File: config.mk
export PLATFORM = sky130hd
export DESIGN_NAME = fb_ahb_writer
export DESIGN_NICKNAME = d
export VERILOG_FILES = /design/src/rtl/fb_ahb_writer.sv
export SDC_FILE = /design/constraint.sdc
export NUM_CORES = 1
export LEC_CHECK = 0
export CAP_MARGIN = 15
export CORE_AREA = 2 2 99 82
export CTS_CLUSTER_SIZE = 24
export DETAILED_ROUTE_END_ITERATION = 12
export DIE_AREA = 0 0 101 84
export PLACE_DENSITY_LB_ADDON = 0.3
export SETUP_SLACK_MARGIN = 0.4
export SYNTH_ARGS = -nofsm -noshare
export SYNTH_HDL_FRONTEND = slang
export SYNTH_SLANG_ARGS = --single-unit
File: constraint.sdc
create_clock -name clk -period 2.56 [get_ports clk]
set_input_delay 0.512 -clock clk [delete_from_list [all_inputs] [get_ports clk]]
set_output_delay 0.512 -clock clk [all_outputs]
set_load 0.02 [all_outputs]
File: src/rtl/fb_ahb_writer.sv
// AHB-Lite write master: streams NUM_PIXELS words from the transfer stage to BASE_ADDR upward.
// Optional INCR burst signalling is enabled by defining FB_AHB_INCR_BURST_EN.
`ifndef WIDTH
`define WIDTH 320
`endif
`ifndef HEIGHT
`define HEIGHT 240
`endif

module fb_ahb_writer #(
  parameter logic [31:0] BASE_ADDR  = 32'h0000_0000,
  parameter int          NUM_PIXELS = `WIDTH * `HEIGHT,
  parameter int          CNT_W      = $clog2(NUM_PIXELS + 1)
) (
  input  logic        clk,
  input  logic        n_rst,
  input  logic        start,
  input  logic [31:0] pixel_data,
  output logic        ready_for_data,
  output logic [31:0] HADDR,
  output logic [1:0]  HTRANS,
  output logic        HWRITE,
  output logic [2:0]  HSIZE,
  output logic [2:0]  HBURST,
  output logic [31:0] HWDATA,
  input  logic        HREADY,
  input  logic        HRESP,
  output logic        busy,
  output logic        frame_done,
  output logic        error
);

  localparam logic [1:0] TRANS_IDLE   = 2'b00;
  localparam logic [1:0] TRANS_NONSEQ = 2'b10;
  localparam logic [1:0] TRANS_SEQ    = 2'b11;
  localparam logic [CNT_W-1:0] LAST_CNT = CNT_W'(NUM_PIXELS - 1);

  typedef enum logic [2:0] {
    S_IDLE,
    S_KICK,
    S_XFER,
    S_LAST,
    S_DONE,
    S_ERR
  } state_t;

  state_t           state_q, state_d;
  logic [CNT_W-1:0] cnt_q, cnt_d;
  logic [31:0]      wdata_q, wdata_d;
  logic             error_q, error_d;
  logic [31:0]      addr;
  logic             data_phase;
  logic             bus_err;

  assign addr = BASE_ADDR + (32'(cnt_q) << 2);

  // A data phase is outstanding once the first address has been accepted.
  assign data_phase = ((state_q == S_XFER) && (cnt_q != '0)) || (state_q == S_LAST);
  assign bus_err    = data_phase && HRESP;

  assign HSIZE  = 3'b010;
  assign HWDATA = wdata_q;
  assign busy   = (state_q != S_IDLE);
  assign error  = error_q;

  always_comb begin
    state_d        = state_q;
    cnt_d          = cnt_q;
    wdata_d        = wdata_q;
    error_d        = error_q;
    ready_for_data = 1'b0;
    frame_done     = 1'b0;
    HADDR          = addr;
    HTRANS         = TRANS_IDLE;
    HWRITE         = 1'b0;
    HBURST         = 3'b000;

    case (state_q)
      S_IDLE: begin
        if (start && !error_q) state_d = S_KICK;
      end
      S_KICK: begin
        ready_for_data = 1'b1;
        cnt_d          = '0;
        state_d        = S_XFER;
      end
      S_XFER: begin
        HWRITE = 1'b1;
`ifdef FB_AHB_INCR_BURST_EN
        HBURST = 3'b001;
        HTRANS = ((cnt_q == '0) || (addr[9:0] == 10'd0)) ? TRANS_NONSEQ : TRANS_SEQ;
`else
        HTRANS = TRANS_NONSEQ;
`endif
        if (bus_err) begin
          state_d = S_ERR;
        end else if (HREADY) begin
          ready_for_data = 1'b1;
          wdata_d        = pixel_data;
          cnt_d          = cnt_q + CNT_W'(1);
          if (cnt_q == LAST_CNT) state_d = S_LAST;
        end
      end
      S_LAST: begin
        if (bus_err)     state_d = S_ERR;
        else if (HREADY) state_d = S_DONE;
      end
      S_DONE: begin
        frame_done = 1'b1;
        cnt_d      = '0;
        wdata_d    = '0;
        state_d    = S_IDLE;
      end
      S_ERR: begin
        // Counter and data are cleared so IDLE presents the reset bus values.
        cnt_d   = '0;
        wdata_d = '0;
        if (HREADY) begin
          error_d = 1'b1;
          state_d = S_IDLE;
        end
      end
      default: state_d = S_IDLE;
    endcase
  end

  always_ff @(posedge clk or negedge n_rst) begin
    if (!n_rst) begin
      state_q <= S_IDLE;
      cnt_q   <= '0;
      wdata_q <= '0;
      error_q <= 1'b0;
    end else begin
      state_q <= state_d;
      cnt_q   <= cnt_d;
      wdata_q <= wdata_d;
      error_q <= error_d;
    end
  end

endmodule

Yosys cells after proc, flatten, opt, wreduce, memory -nomap -nowiden
Index checks and enable logic that the tools add are counted.
{ "totals": {"register_bits": 53, "wordCells": 54, "inputBits": 37, "out_inout_bits": 77} }
{ "classes": {"mux": 20, "n_eq_ne": 13, "reduce_logical": 16, "n_addsub": 1} }
{ "op_table": {"columns": ["operator", "n"], "rows": [
  ["32-bit 2-to-1 mux", 2],
  ["32-bit one-hot mux with 2 select lines", 1],
  ["17-bit 2-to-1 mux", 2],
  ["17-bit one-hot mux with 2 select lines", 1],
  ["3-bit 2-to-1 mux", 7],
  ["17-bit by 1-bit adder with 17-bit output, second input constant", 1],
  ["17-bit == test, second input constant", 1],
  ["17-bit nonzero test", 1],
  ["3-bit one-hot mux with 5 select lines", 1],
  ["2-bit inequality test, second input constant", 4],
  ["3-bit by 2-bit == test with 1-bit output, second input constant", 2],
  ["3-bit == test, second input constant", 2],
  ["3-bit inequality test, second input constant", 2],
  ["3-bit AND reduction", 2],
  ["5-bit AND reduction", 1],
  ["1-bit 2-to-1 mux", 4],
  ["2-bit nonzero test", 2],
  ["3-bit by 1-bit == test with 1-bit output, second input constant", 1],
  ["1-bit logical AND", 3],
  ["3-bit logical NOT", 1],
  ["3-bit by 2-bit inequality test with 1-bit output, second input constant", 1],
  ["3-bit nonzero test", 1],
  ["3-bit OR reduction", 1],
  ["2-bit 2-to-1 mux", 1],
  ["other kinds (5)", 5]
]} }

Longest topological paths before layout
{ "logic_depth": {"ltp_word": 6, "depth_mapped": 8} }

Least setup slack after synthesis
No wires, ideal clock.
{ "synth_timing": {"kind": "flip-flop to output port", "startpoint": "register cnt_q[10]", "endpoint": "output ready_for_data", "path_slack_ps": -37, "path_buffers": 0, "path_stages_with_launch": 5, "t_arrival_ps": 2085, "cell_sequence": "dfrtp_1 or4_4 o41ai_2 nand4_1 a21oi_1"} }
{ "synth_via": {"elab_chain_cells": 6} }
{ "synth_rtl": {"columns": ["item", "line_no", "text"], "rows": [
  ["start: declaration", "48", "logic [CNT_W-1:0] cnt_q, cnt_d;"],
  ["start signal: assignment", "135", "cnt_q <= cnt_d;"],
  ["17-bit nonzero test", "58", "assign data_phase = ((state_q == S_XFER) && (cnt_q != '0)) || (state_q == S_LAST);"],
  ["1-bit logical AND", "58", null],
  ["1-bit logical OR", "58", null],
  ["1-bit logical AND", "59", "assign bus_err = data_phase && HRESP;"],
  ["1-bit 2-to-1 mux", "95", "if (bus_err) begin"],
  ["1-bit one-hot mux with 2 select lines", "78", "case (state_q)"],
  ["end: declaration", "19", "output logic ready_for_data,"]
]} }
Every way passes these cells.

Final worst setup path
Ends and elaborated chain as after synthesis.

==> flow_summary.json <==
{
  "synthDistinctLibCells": 44,
  "synthSimpleGateAreaFrac_pct": 20.1,
  "layout.nets": 494,
  "drc": 0,
  "num_rows": 29,
  "max_freq_mhz": 382,
  "io_pins": 114,
  "slew_viol_final": 0,
  "cts_sinks": 53,
  "final_cells": 549,
  "clk_pin_slew_ns": 0.09,
  "synth-seq-cells": 53,
  "multi_input_area_um2": 1580,
  "tightest_slew_ns": 1.26,
  "vdd_drop_max_mv": 0.568,
  "grt_overflow": 0,
  "required_ns": 2.05,
  "setup.worst_path.start_class": "flip-flop",
  "synthMuxAreaShare_pct": 11.2,
  "place_area_um2": 4160,
  "grt_pass1_wl_mm": 13.1,
  "viasPerCell": 5.23,
  "gp_congestion": 0.833,
  "yosysSeqAreaShare_pct": 43.5,
  "die_width_um": 101,
  "synth_compound_area_share_pct": 9.72,
  "power_density_nw_per_um2": 969,
  "yosys_warnings": 0,
  "rsz0062_at_grt": "true",
  "synth_edf_count": 0,
  "dp_hpwl_mm": 5.82,
  "period_minus_slack_ns": 2.62,
  "grt_start_max_net_pins": 36,
  "slowest_stage": "or4_4",
  "synthTopCellsByArea": "dfrtp_1 (43%), mux2i_1 (11%), nand2_1 (5.9%)",
  "drive_above_1_share_pct": 24.3,
  "initial_core_util_pct": 40.0,
  "crit_type": "reg2out",
  "seq_area_um2": 1340,
  "synth_top_family_by_area": "simple AND/OR/NAND/NOR gates",
  "path_cells": "or4_4 > o41ai_4 > nand4_1 > a21oi_2 > buf_6",
  "fin_crit_sh_pct": 102,
  "violations": "negative setup slack",
  "tns_ns": -0.0587,
  "arrival_ns": 2.11,
  "synth_top_area_share_pct": 43.5,
  "core-area_um2": 7620,
  "n_fill_cell": 641,
  "status": "finished, violations left",
  "wirelength_mm": 8.80,
  "final_antenna_net_count": 0,
  "cts_max_path_buffers": 2,
  "worst_slack_ns": -0.0587,
  "drt_iter0_markers": 157,
  "end_kind": "primary output",
  "io_buffers": 91,
  "cellLeakagePower_nw": 2.28,
  "track_usage_pct": 19.5,
  "clock_skew_ns": 0.0103,
  "netlist_instances": 332,
  "cts_buffers": 5,
  "final_cell_area_um2": 4660,
  "htree_levels": 2,
  "synth-xor-area-share_pct": 0,
  "area_delta_synth_final_pct": 52.8,
  "cts_tree": "yes",
  "antenna_cells": 0,
  "slew_headroom_pct": 15.6,
  "clk-insertion-delay-late_ns": 0.30,
  "slowest_delay_ns": 0.57,
  "synth_most_common_cell": "dfrtp_1",
  "dr_total_vias": 2871,
  "die_height_um": 84,
  "avgSynthCellArea_um2": 9.19,
  "cap_viol_max_count": 0,
  "synthAdderAreaFrac_pct": 0.820,
  "synth-async-reset-ratio_pct": 100,
  "syn_area_um2": 3050,
  "root_buffer": "clkbuf_8",
  "hold_path_class": "in2async",
  "synth_top_area_cell": "dfrtp_1",
  "utilization_pct": 61.2,
  "synth_commonest_cells": "dfrtp_1 (53), nand2_1 (48), inv_1 (37)",
  "grt_pass1_vias": 2602,
  "placed_cells": 524,
  "dieArea_um2": 8480,
  "antenna_found_initial": 0,
  "finalHoldViolCount": 0,
  "cp_max_fo": 2,
  "setup_viol": 1,
  "dr.pass1.iters": 5,
  "wl_per_cell_um": 16.0,
  "synth_top_flop_cell": "dfrtp_1"
}
==> what timing repair did <==
action	in CTS	in global routing
pin swaps	16	9
endpoints found under the hold margin	0	0
cloned	1	6
hold buffers	0	0
endpoints found under the setup margin	21	53
buffers inserted	4	6
resized for setup	42	31
==> critical path: cells and delay by family, from the launching register on <==
family	cells	cell delay, ns
simple gates	2	0.74
compound gates	2	0.53
flops	1	0.41
buf+inv	1	0.13
==> layout make-up <==
cell class              instances  share of cell area, %
multi-input cells             216                   33.8
repair buffers                141                   30.2
well taps                      93                   2.50
flip-flops and latches         53                   28.7
clock inverters                 1                  0.161
clock buffers                   7                   1.64
inverters                      38                   3.06
==> layer usage <==
layer | up-vias | global-route usage (%) | wire [µm]
met5 | - | 0 | 0
met4 | 0 | 3.19 | 57
met3 | 6 | 3.94 | 515
met2 | 110 | 31.3 | 4360
met1 | 1415 | 27.6 | 3870
li1 | 1340 | - | -
==> final timing paths <==
kind / start / end / slack [ns] / depth (start not counted)
max reg2reg: cnt_q[10] / cnt_q[12] / 0.08 / 7
min in group clk: error / error / 0.51 / 1
max in group asynchronous: n_rst / HWDATA[18] / 1.72 / 2
max: cnt_q[10] / ready_for_data / -0.06 / 5
min reg2reg: error / error / 0.51 / 1
min: n_rst / cnt_q[16] / 0.26 / 1
==> state kept, by name, summed over array words and instances (netlist names) <==
| name | count |
|---|---|
| HWDATA | 32 |
| cnt_q | 17 |
| state_q | 3 |
| error | 1 |
==> power by group <==
| group | total, mW | internal [mW] | leakage, nW | switching, mW |
|---|---|---|---|---|
| clock | 0.468 | 0.195 | 0.0385 | 0.274 |
| combinational | 2.77 | 1.31 | 1.56 | 1.47 |
| sequential | 1.27 | 1.13 | 0.672 | 0.146 |
| total | 4.52 | 2.63 | 2.28 | 1.89 |
==> metrics by stage <==
step | power, mW | setup slack (ns) | hold WS, ns
floorplan | 2.69 | 0.163 | 0.216
global placement | 3.61 | -0.203 | 0.482
detailed placement | 3.66 | -0.199 | 0.485
CTS | 4.24 | -0.0591 | 0.285
global route | 4.79 | -0.138 | 0.310
finish | 4.52 | -0.0587 | 0.261
==> cell usage in the layout (no fill, tap or decap), types with 6 or more instances in the layout <==
cell,instances
dfrtp_1,45
clkdlybuf4s50_1,85
or4_4,8
mux2i_1,33
buf_4,35
inv_1,36
nor2_1,6
dfrtp_2,8
or3_1,6
o21ai_2,6
buf_6,8
nand4_1,9
a21oi_2,8
conb_1,22
nand3_1,6
nand2_1,48
==> kinds of logic after synthesis <==
kind of cell | count (synthesis)
compound gates | 44
fa+ha+maj | 2
flops | 53
buf+inv | 83
other cells | 2
mux | 34
simple gates | 114
Power figures use the tool's default switching activity.
